===== config.mk =====
export PLATFORM = sky130hd
export DESIGN_NAME = alu_seq
export DESIGN_NICKNAME = d
export VERILOG_FILES = /design/src/rtl/alu_seq.sv
export SDC_FILE = /design/constraint.sdc
export NUM_CORES = 1
export LEC_CHECK = 0
export ABC_AREA = 1
export CORE_ASPECT_RATIO = 2
export CORE_UTILIZATION = 56
export DETAILED_ROUTE_END_ITERATION = 6
export GPL_TIMING_DRIVEN = 1
export MAX_ROUTING_LAYER = met4
export PLACE_DENSITY = 0.83
export RECOVER_POWER = 50
export SYNTH_ARGS = -nofsm -noshare
export SYNTH_HDL_FRONTEND = slang
export SYNTH_SLANG_ARGS = --single-unit

===== constraint.sdc =====
create_clock -name clk -period 2.7 [get_ports clk]
set_clock_uncertainty 0.2 [all_clocks]
set_input_delay 0.54 -clock clk [delete_from_list [all_inputs] [get_ports clk]]
set_output_delay 0.54 -clock clk [all_outputs]
set_load 0.01 [all_outputs]

===== src/rtl/alu_seq.sv =====
// Sequenced ALU: single-cycle add/sub/slt, optional multi-cycle shift-add multiply.
// Define ALU_MUL_EN to build the MUL state and multiply datapath; otherwise 101 acts as an undefined code.
//
// state | meaning
// IDLE  | waiting for start; single-cycle ops complete here
// MUL   | shift-add multiply in flight, one iteration per edge (ALU_MUL_EN only)
module alu_seq #(
    parameter int WIDTH = 32
) (
    input  logic             clk,
    input  logic             rst,
    input  logic             start,
    input  logic [2:0]       ALUCtrl,
    input  logic [WIDTH-1:0] SrcA,
    input  logic [WIDTH-1:0] SrcB,
    output logic [WIDTH-1:0] ALUResult,
    output logic             Zero,
    output logic             busy,
    output logic             done
);
    localparam logic [2:0] OP_ADD = 3'b010;
    localparam logic [2:0] OP_SUB = 3'b100;
    localparam logic [2:0] OP_SLT = 3'b110;

    logic [WIDTH-1:0] result_q, result_d;
    logic [WIDTH-1:0] single_res;
    logic             done_q, done_d;
    logic             slt_bit;

    assign slt_bit = $signed(SrcA) < $signed(SrcB);

    always_comb begin
        single_res = '0;
        case (ALUCtrl)
            OP_ADD:  single_res = SrcA + SrcB;
            OP_SUB:  single_res = SrcA - SrcB;
            OP_SLT:  single_res = {{(WIDTH-1){1'b0}}, slt_bit};
            default: single_res = '0;
        endcase
    end

`ifdef ALU_MUL_EN
    localparam logic [2:0] OP_MUL = 3'b101;
    localparam int CNT_W = $clog2(WIDTH) + 1;
    localparam logic [CNT_W-1:0] LAST = CNT_W'(WIDTH - 1);

    typedef enum logic {IDLE, MUL} state_t;
    state_t state_q, state_d;

    logic [WIDTH-1:0] mcand_q, mcand_d;
    logic [WIDTH-1:0] mplier_q, mplier_d;
    logic [WIDTH-1:0] acc_q, acc_d;
    logic [WIDTH-1:0] acc_step;
    logic [CNT_W-1:0] cnt_q, cnt_d;

    // The final iteration's add is folded straight into the result write.
    assign acc_step = mplier_q[0] ? (acc_q + mcand_q) : acc_q;

    always_comb begin
        state_d  = state_q;
        result_d = result_q;
        done_d   = 1'b0;
        mcand_d  = mcand_q;
        mplier_d = mplier_q;
        acc_d    = acc_q;
        cnt_d    = cnt_q;
        case (state_q)
            IDLE: begin
                if (start) begin
                    if (ALUCtrl == OP_MUL) begin
                        state_d  = MUL;
                        mcand_d  = SrcA;
                        mplier_d = SrcB;
                        acc_d    = '0;
                        cnt_d    = '0;
                    end else begin
                        result_d = single_res;
                        done_d   = 1'b1;
                    end
                end
            end
            MUL: begin
                acc_d    = acc_step;
                mcand_d  = mcand_q << 1;
                mplier_d = mplier_q >> 1;
                cnt_d    = cnt_q + 1'b1;
                if (cnt_q == LAST) begin
                    result_d = acc_step;
                    done_d   = 1'b1;
                    cnt_d    = '0;
                    state_d  = IDLE;
                end
            end
            default: state_d = IDLE;
        endcase
    end

    always_ff @(posedge clk) begin
        if (rst) begin
            state_q  <= IDLE;
            result_q <= '0;
            done_q   <= 1'b0;
            mcand_q  <= '0;
            mplier_q <= '0;
            acc_q    <= '0;
            cnt_q    <= '0;
        end else begin
            state_q  <= state_d;
            result_q <= result_d;
            done_q   <= done_d;
            mcand_q  <= mcand_d;
            mplier_q <= mplier_d;
            acc_q    <= acc_d;
            cnt_q    <= cnt_d;
        end
    end

    assign busy = (state_q == MUL);
`else
    always_comb begin
        result_d = result_q;
        done_d   = 1'b0;
        if (start) begin
            result_d = single_res;
            done_d   = 1'b1;
        end
    end

    always_ff @(posedge clk) begin
        if (rst) begin
            result_q <= '0;
            done_q   <= 1'b0;
        end else begin
            result_q <= result_d;
            done_q   <= done_d;
        end
    end

    assign busy = 1'b0;
`endif

    assign ALUResult = result_q;
    assign done      = done_q;
    assign Zero      = (result_q == '0);
endmodule


==> results of run 1 <==
timing repair:
item                                    in CTS
hold buffers                                 0
gates resized for setup                     73
pin swaps                                    8
endpoints found under the setup margin      26
buffers inserted                             1
Yosys cell counts (all sizes together), types with 9 or more instances:
master and number:
o21bai 10, o21ai 34, nor3 10, nor2 110, a21oi 91, nand3 87, clkbuf 9, nand4 11
dfxtp 33, nand2 478, buf 34, ha 63, inv 244
kinds of logic after synthesis:
kind of cell	count (synthesis)
flip-flops	33
adder cells (fa/ha/maj)	65
other	1
buffers and inverters	288
AO/OA/AOI/OAI	142
AND/OR/NAND/NOR	713
XOR/XNOR	7
metal layers:
layer  overflow  track usage
met1          2        0.709
met2        132         1.01
met3          1        0.483
met4         62        0.880
met5          -            -
per-stage QoR:
| step | util | setup slack [ps] | instances | area, um^2 | hold WS (ps) |
|---|---|---|---|---|---|
| after detailed placement | 0.763 | -561 | 1606 | 8560 | 271 |
| after floorplan | - | 415 | 1249 | 6430 | 301 |
| after CTS | 0.803 | -7.73 | 1614 | 9010 | 279 |
| after global placement | 0.763 | -420 | 1606 | 8560 | 270 |
==> metrics.md, run 1 <==
| Metric | Value |
|---|---|
| Yosys warning count | `0` |
| Flop and latch count out of synthesis | `33` |
| Worst EP post-GRT repair | `ALUResult[27]$_SDFFE_PP0P_/D` |
| Vert. Die Dim | `154 um` |
| Most used DFF post-synth | `dfxtp_1` |
| Status | `aborted with a tool error` |
| Async SR Flop Fraction | `0` |
| Rows | `55` |
| Worst ep type | `register input` |
| Post-synth top area cell | `nand2_1` |
| # IOs | `~110` |
| Post-synthesis compound-gate area fraction | `0.118` |
| Post-synthesis adder-cell area fraction | `0.129` |
| Unique cell type count in the Yosys netlist | `37` |
| H-tree depth | `2` |
| Root cell of the clock tree | `clkbuf_16` |
| Total CTS buffers | `5` |
| Failing step | `global routing` |
| Largest net degree at the start of global routing | `34` |
| Main combinational cell family by area after synthesis | `simple AND/OR/NAND/NOR gates` |
| Synth Area per Inst | `5.15 um^2` |
| Synthesized instance count | `1249` |
| Clock sinks | `33` |
| Hpwl dp | `approximately 22000 um` |
| Routability congestion estimate from global placement | `1.03` |
| Synthesized Nets | `~1400` |
| Top post-synthesis cells by area | `nand2_1 27%, inv_1 14%, ha_1 12%` |
| Port bufs | `103` |
| Synth Area in XOR/XNOR | `0.00953` |
| Total GRT Usage | `0.774` |
| Post-synth EDFFs | `0` |
| Yosys top cell area share | `0.274` |
| Seq/Total Area, Yosys | `0.103` |
| Longest Clk Path Bufs | `2` |
| Post-synthesis mux area share | `0` |
| Tool error | `[ERROR GRT-0232] Routing congestion too high. Check the congestion heatmap in the GUI.` |
| Congestion Overflow GR | `197` |
| Syn Std Cell Area | `6430 um^2` |
| Initial Utilization | `0.574` |
| Chip Width | `a little under 80 um` |
| Simple-Gate Fraction of Synth Area | `0.459` |
==> inputs of run 2 (changes only) <==
--- a/config.mk
+++ b/config.mk
@@ -6,12 +6,10 @@
 export NUM_CORES = 1
 export LEC_CHECK = 0
 export ABC_AREA = 1
-export CORE_ASPECT_RATIO = 2
-export CORE_UTILIZATION = 56
+export CORE_UTILIZATION = 40
 export DETAILED_ROUTE_END_ITERATION = 6
 export GPL_TIMING_DRIVEN = 1
-export MAX_ROUTING_LAYER = met4
-export PLACE_DENSITY = 0.83
+export PLACE_DENSITY_LB_ADDON = 0.15
 export RECOVER_POWER = 50
 export SYNTH_ARGS = -nofsm -noshare
 export SYNTH_HDL_FRONTEND = slang
==> metrics.md, run 2 <==
| Metric | Value |
|---|---|
| Core Area | `15400 um^2` |
| Worst-margin pin slew | `1380 ps` |
| Seq/Total Area, Yosys | `0.103 (unchanged)` |
| Main combinational cell family by area after synthesis | `simple AND/OR/NAND/NOR gates (unchanged)` |
| DR pass1 iterations | `5` |
| Congestion Overflow GR | `0` |
| Kind of critical path | `in2reg` |
| Synthesized instance count | `1249 (unchanged)` |
| DRC viols | `0` |
| Tmin final | `about 2700 ps` |
| First-pass GRT wire length | `35200 um` |
| Clock sinks | `33 (unchanged)` |
| GR peak layer | `met2` |
| Post-route setup slack | `30.2 ps` |
| Pint | `1.66 mW` |
| Port bufs | `103 (unchanged)` |
| Crit-path max FO | `4` |
| Placed cell area | `8560 um^2 (about the same)` |
| Simple-Gate Fraction of Synth Area | `0.459 (unchanged)` |
| Post-synthesis mux area share | `0 (unchanged)` |
| CP Capture Type | `flop` |
| Post-synth EDFFs | `0 (unchanged)` |
| RSZ-0062 raised after global routing | `yes` |
| Hold violation total from the final report | `0` |
| Top-count cell post-synth | `nand2_1 (unchanged)` |
| Most frequent cells in the layout | `413 x nand2_1, 220 x inv_1, 145 x buf_4` |
| H-tree depth | `2 (unchanged)` |
| Startpoint types | `primary input` |
| Switch Pwr | `1.24 mW` |
| Most common cell after layout, fill and taps aside | `nand2_1` |
| Vias in the first global route | `roughly 7300` |
| Root cell of the clock tree | `clkbuf_16 (unchanged)` |
| Layout Cell Area excl Fill | `9760 um^2` |
| WP data arrival | `between 2000 and 3000 ps` |
| Post-synthesis adder-cell area fraction | `0.129 (unchanged)` |
| Most used DFF post-synth | `dfxtp_1 (unchanged)` |
| Yosys top cell area share | `0.274 (unchanged)` |
| Yosys warning count | `0 (unchanged)` |
| Hpwl dp | `18600 um (was 21600 um)` |
| Synthesized Nets | `1384 (unchanged)` |
| Unique cell type count in the Yosys netlist | `37 (unchanged)` |
| Placed insts | `1662 (was 1606)` |
| Final Core Density | `0.633` |
| Slew Viols, Final | `0` |
| Place WS | `-370 ps (was -561 ps)` |
| Total GRT Usage | `0.270` |
| Final setup viols | `0` |
| Post-synth top area cell | `nand2_1 (unchanged)` |
| Max_cap viols | `0` |
| Hold/Removal Path Class | `reg2reg` |
| Ant diodes | `0` |
| Max FFs per register | `32` |
| WHS Path Cells | `2` |
| Largest net degree at the start of global routing | `34` |
| R2R cell count | `2` |
| Vert. Die Dim | `129 um (was 154 um)` |
| DR vias | `8227` |
| Total CTS buffers | `5 (unchanged)` |
| Vias per cell | `4.90` |
| Met3 Resource Use GR | `0.0249` |
| Grt met2 use | `0.430` |
| CTS Hold Bufs | `0 (unchanged)` |
| Drt initial violations | `601` |
| Logic pwr share | `0.635` |
| Top post-synthesis cells by area | `nand2_1 27%, inv_1 14%, ha_1 12% (unchanged)` |
| Async SR Flop Fraction | `0 (unchanged)` |
| Synth cell count leaders | `469 x nand2_1, 240 x inv_1, 101 x nor2_1, 89 x a21oi_1, 84 x nand3_1 (unchanged)` |
| Initial antenna violation count | `0` |
| Detailed Route WL | `23100 um` |
| DR WL/cell | `13.8 um` |
| Post-synthesis compound-gate area fraction | `0.118 (unchanged)` |
| Worst Path Required | `2690 ps` |
| Rows | `45 (was 55)` |
| Max-slew headroom | `0.0798` |
| VDD IR max | `200 uV` |
| CTS tree | `done` |
| Synth Area in XOR/XNOR | `0.00953 (unchanged)` |
| Post-route clock period utilization | `0.989` |
| Syn Std Cell Area | `6430 um^2 (unchanged)` |
| PD cells | `297 nW/um^2` |
| Max Freq | `375 MHz` |
| Switch share | `0.428` |
| Status | `completed (was aborted with a tool error)` |
| Global Route met1 Usage | `0.393` |
| # IOs | `105 (unchanged)` |
| Clock Latency Late Sink | `270 ps` |
| Layout area overhead | `51.6%` |
| Die ar. | `between 15000 and 20000 um^2` |
| Share of cells above drive strength 1 | `0.258` |
| Longest Clk Path Bufs | `2 (unchanged)` |
| Share of power burned in registers | `0.180` |
| Clock Pin Slew Worst Setup and Hold Paths | `50 ps` |
| Non-filler instance count after layout | `approximately 1700` |
| Initial Utilization | `0.417 (was 0.574)` |
| Routability congestion estimate from global placement | `0.947 (was 1.03)` |
| TNS Setup | `0 ps` |
| Clock share of power | `0.184` |
| Flop and latch count out of synthesis | `33 (unchanged)` |
| Fill cells | `1519` |
| Final nets | `1603` |
| P_leak | `approximately 5.4 nW` |
| Synth Area per Inst | `5.15 um^2 (unchanged)` |
| Chip Width | `129 um (was 77.8 um)` |
| Routed Antenna Nets | `0` |
-- run 2: cell families after synthesis --
logic type	Yosys count
DFF	33
AOI/OAI and AO/OA	142
xor gates and xnor gates	7
other	1
buffers and inverters	288
adders and majority gates	65
and+or+nand+nor	713
-- run 2: power by group through the flow --
stage,clock network (mW),registers [mW],logic (mW)
final,0.534,0.522,1.84
after global routing,0.558,0.524,2.00
after CTS,0.536,0.523,1.58
after detailed placement,0,0.533,1.54
after global placement,0,0.532,1.52
after floorplan,0,0.539,0.857
-- run 2: metal layers --
layer,vias to the layer above,share of wire
li1,4245,-
met5,-,0
met1,3690,0.47
met4,0,0.011
met2,273,0.45
met3,19,0.069
-- run 2: metrics by stage --
step / hold WS (ps) / total power, mW
after floorplan: 301 / 1.40
after global placement: 269 / 2.05
after detailed placement: 272 / 2.07
after CTS: 280 / 2.64
after global routing: 302 / 3.09
final: 275 / 2.90
-- run 2: timing repair --
item	in CTS	in global routing
endpoints found under the setup margin	15	28
buffers inserted	0	10
resized for setup	36	232
hold endpoints to repair	0	0
pin swaps	2	55
-- run 2: final cells by class --
class | count | area [um^2] | area share
clock buffer | 6 | 129 | 0.0132
clock inverter | 2 | 10.0 | 0.00103
inverter | 245 | 920 | 0.0942
multi-input combinational | 928 | 5500 | 0.564
sequential | 33 | 661 | 0.0677
tap | 211 | 264 | 0.0271
timing repair buffer | 255 | 2280 | 0.233
-- run 2: critical path: stages --
cell and delay, ps:
clkdlybuf4s50_1 490, inv_1 70, ha_4 290, buf_6 140, nand2_4 70, nor2_2 170, buf_4 140, nand2_1 60
nor2_1 120, nand2_2 70, nand3_1 80, nand3_1 80, nand2_1 80, nand2_1 60, a21oi_1 190
-- run 2: worst paths after layout --
path	start	endpoint	slack [ps]
worst max-delay path	SrcB[14]	ALUResult[28]	30
worst max register to register	ALUResult[28]	ALUResult[28]	1730
worst min register to register	ALUResult[18]	ALUResult[18]	280
worst min-delay path	ALUResult[18]	ALUResult[18]	280
Power figures use the tool's default switching activity.
==> inputs of run 3 (changes only) <==
--- a/config.mk
+++ b/config.mk
@@ -6,6 +6,7 @@
 export NUM_CORES = 1
 export LEC_CHECK = 0
 export ABC_AREA = 1
+export CAP_MARGIN = 25
 export CORE_UTILIZATION = 40
 export DETAILED_ROUTE_END_ITERATION = 6
 export GPL_TIMING_DRIVEN = 1
==> results of run 3 <==
Final layout, timing and power as in run 2 (identical DEF).
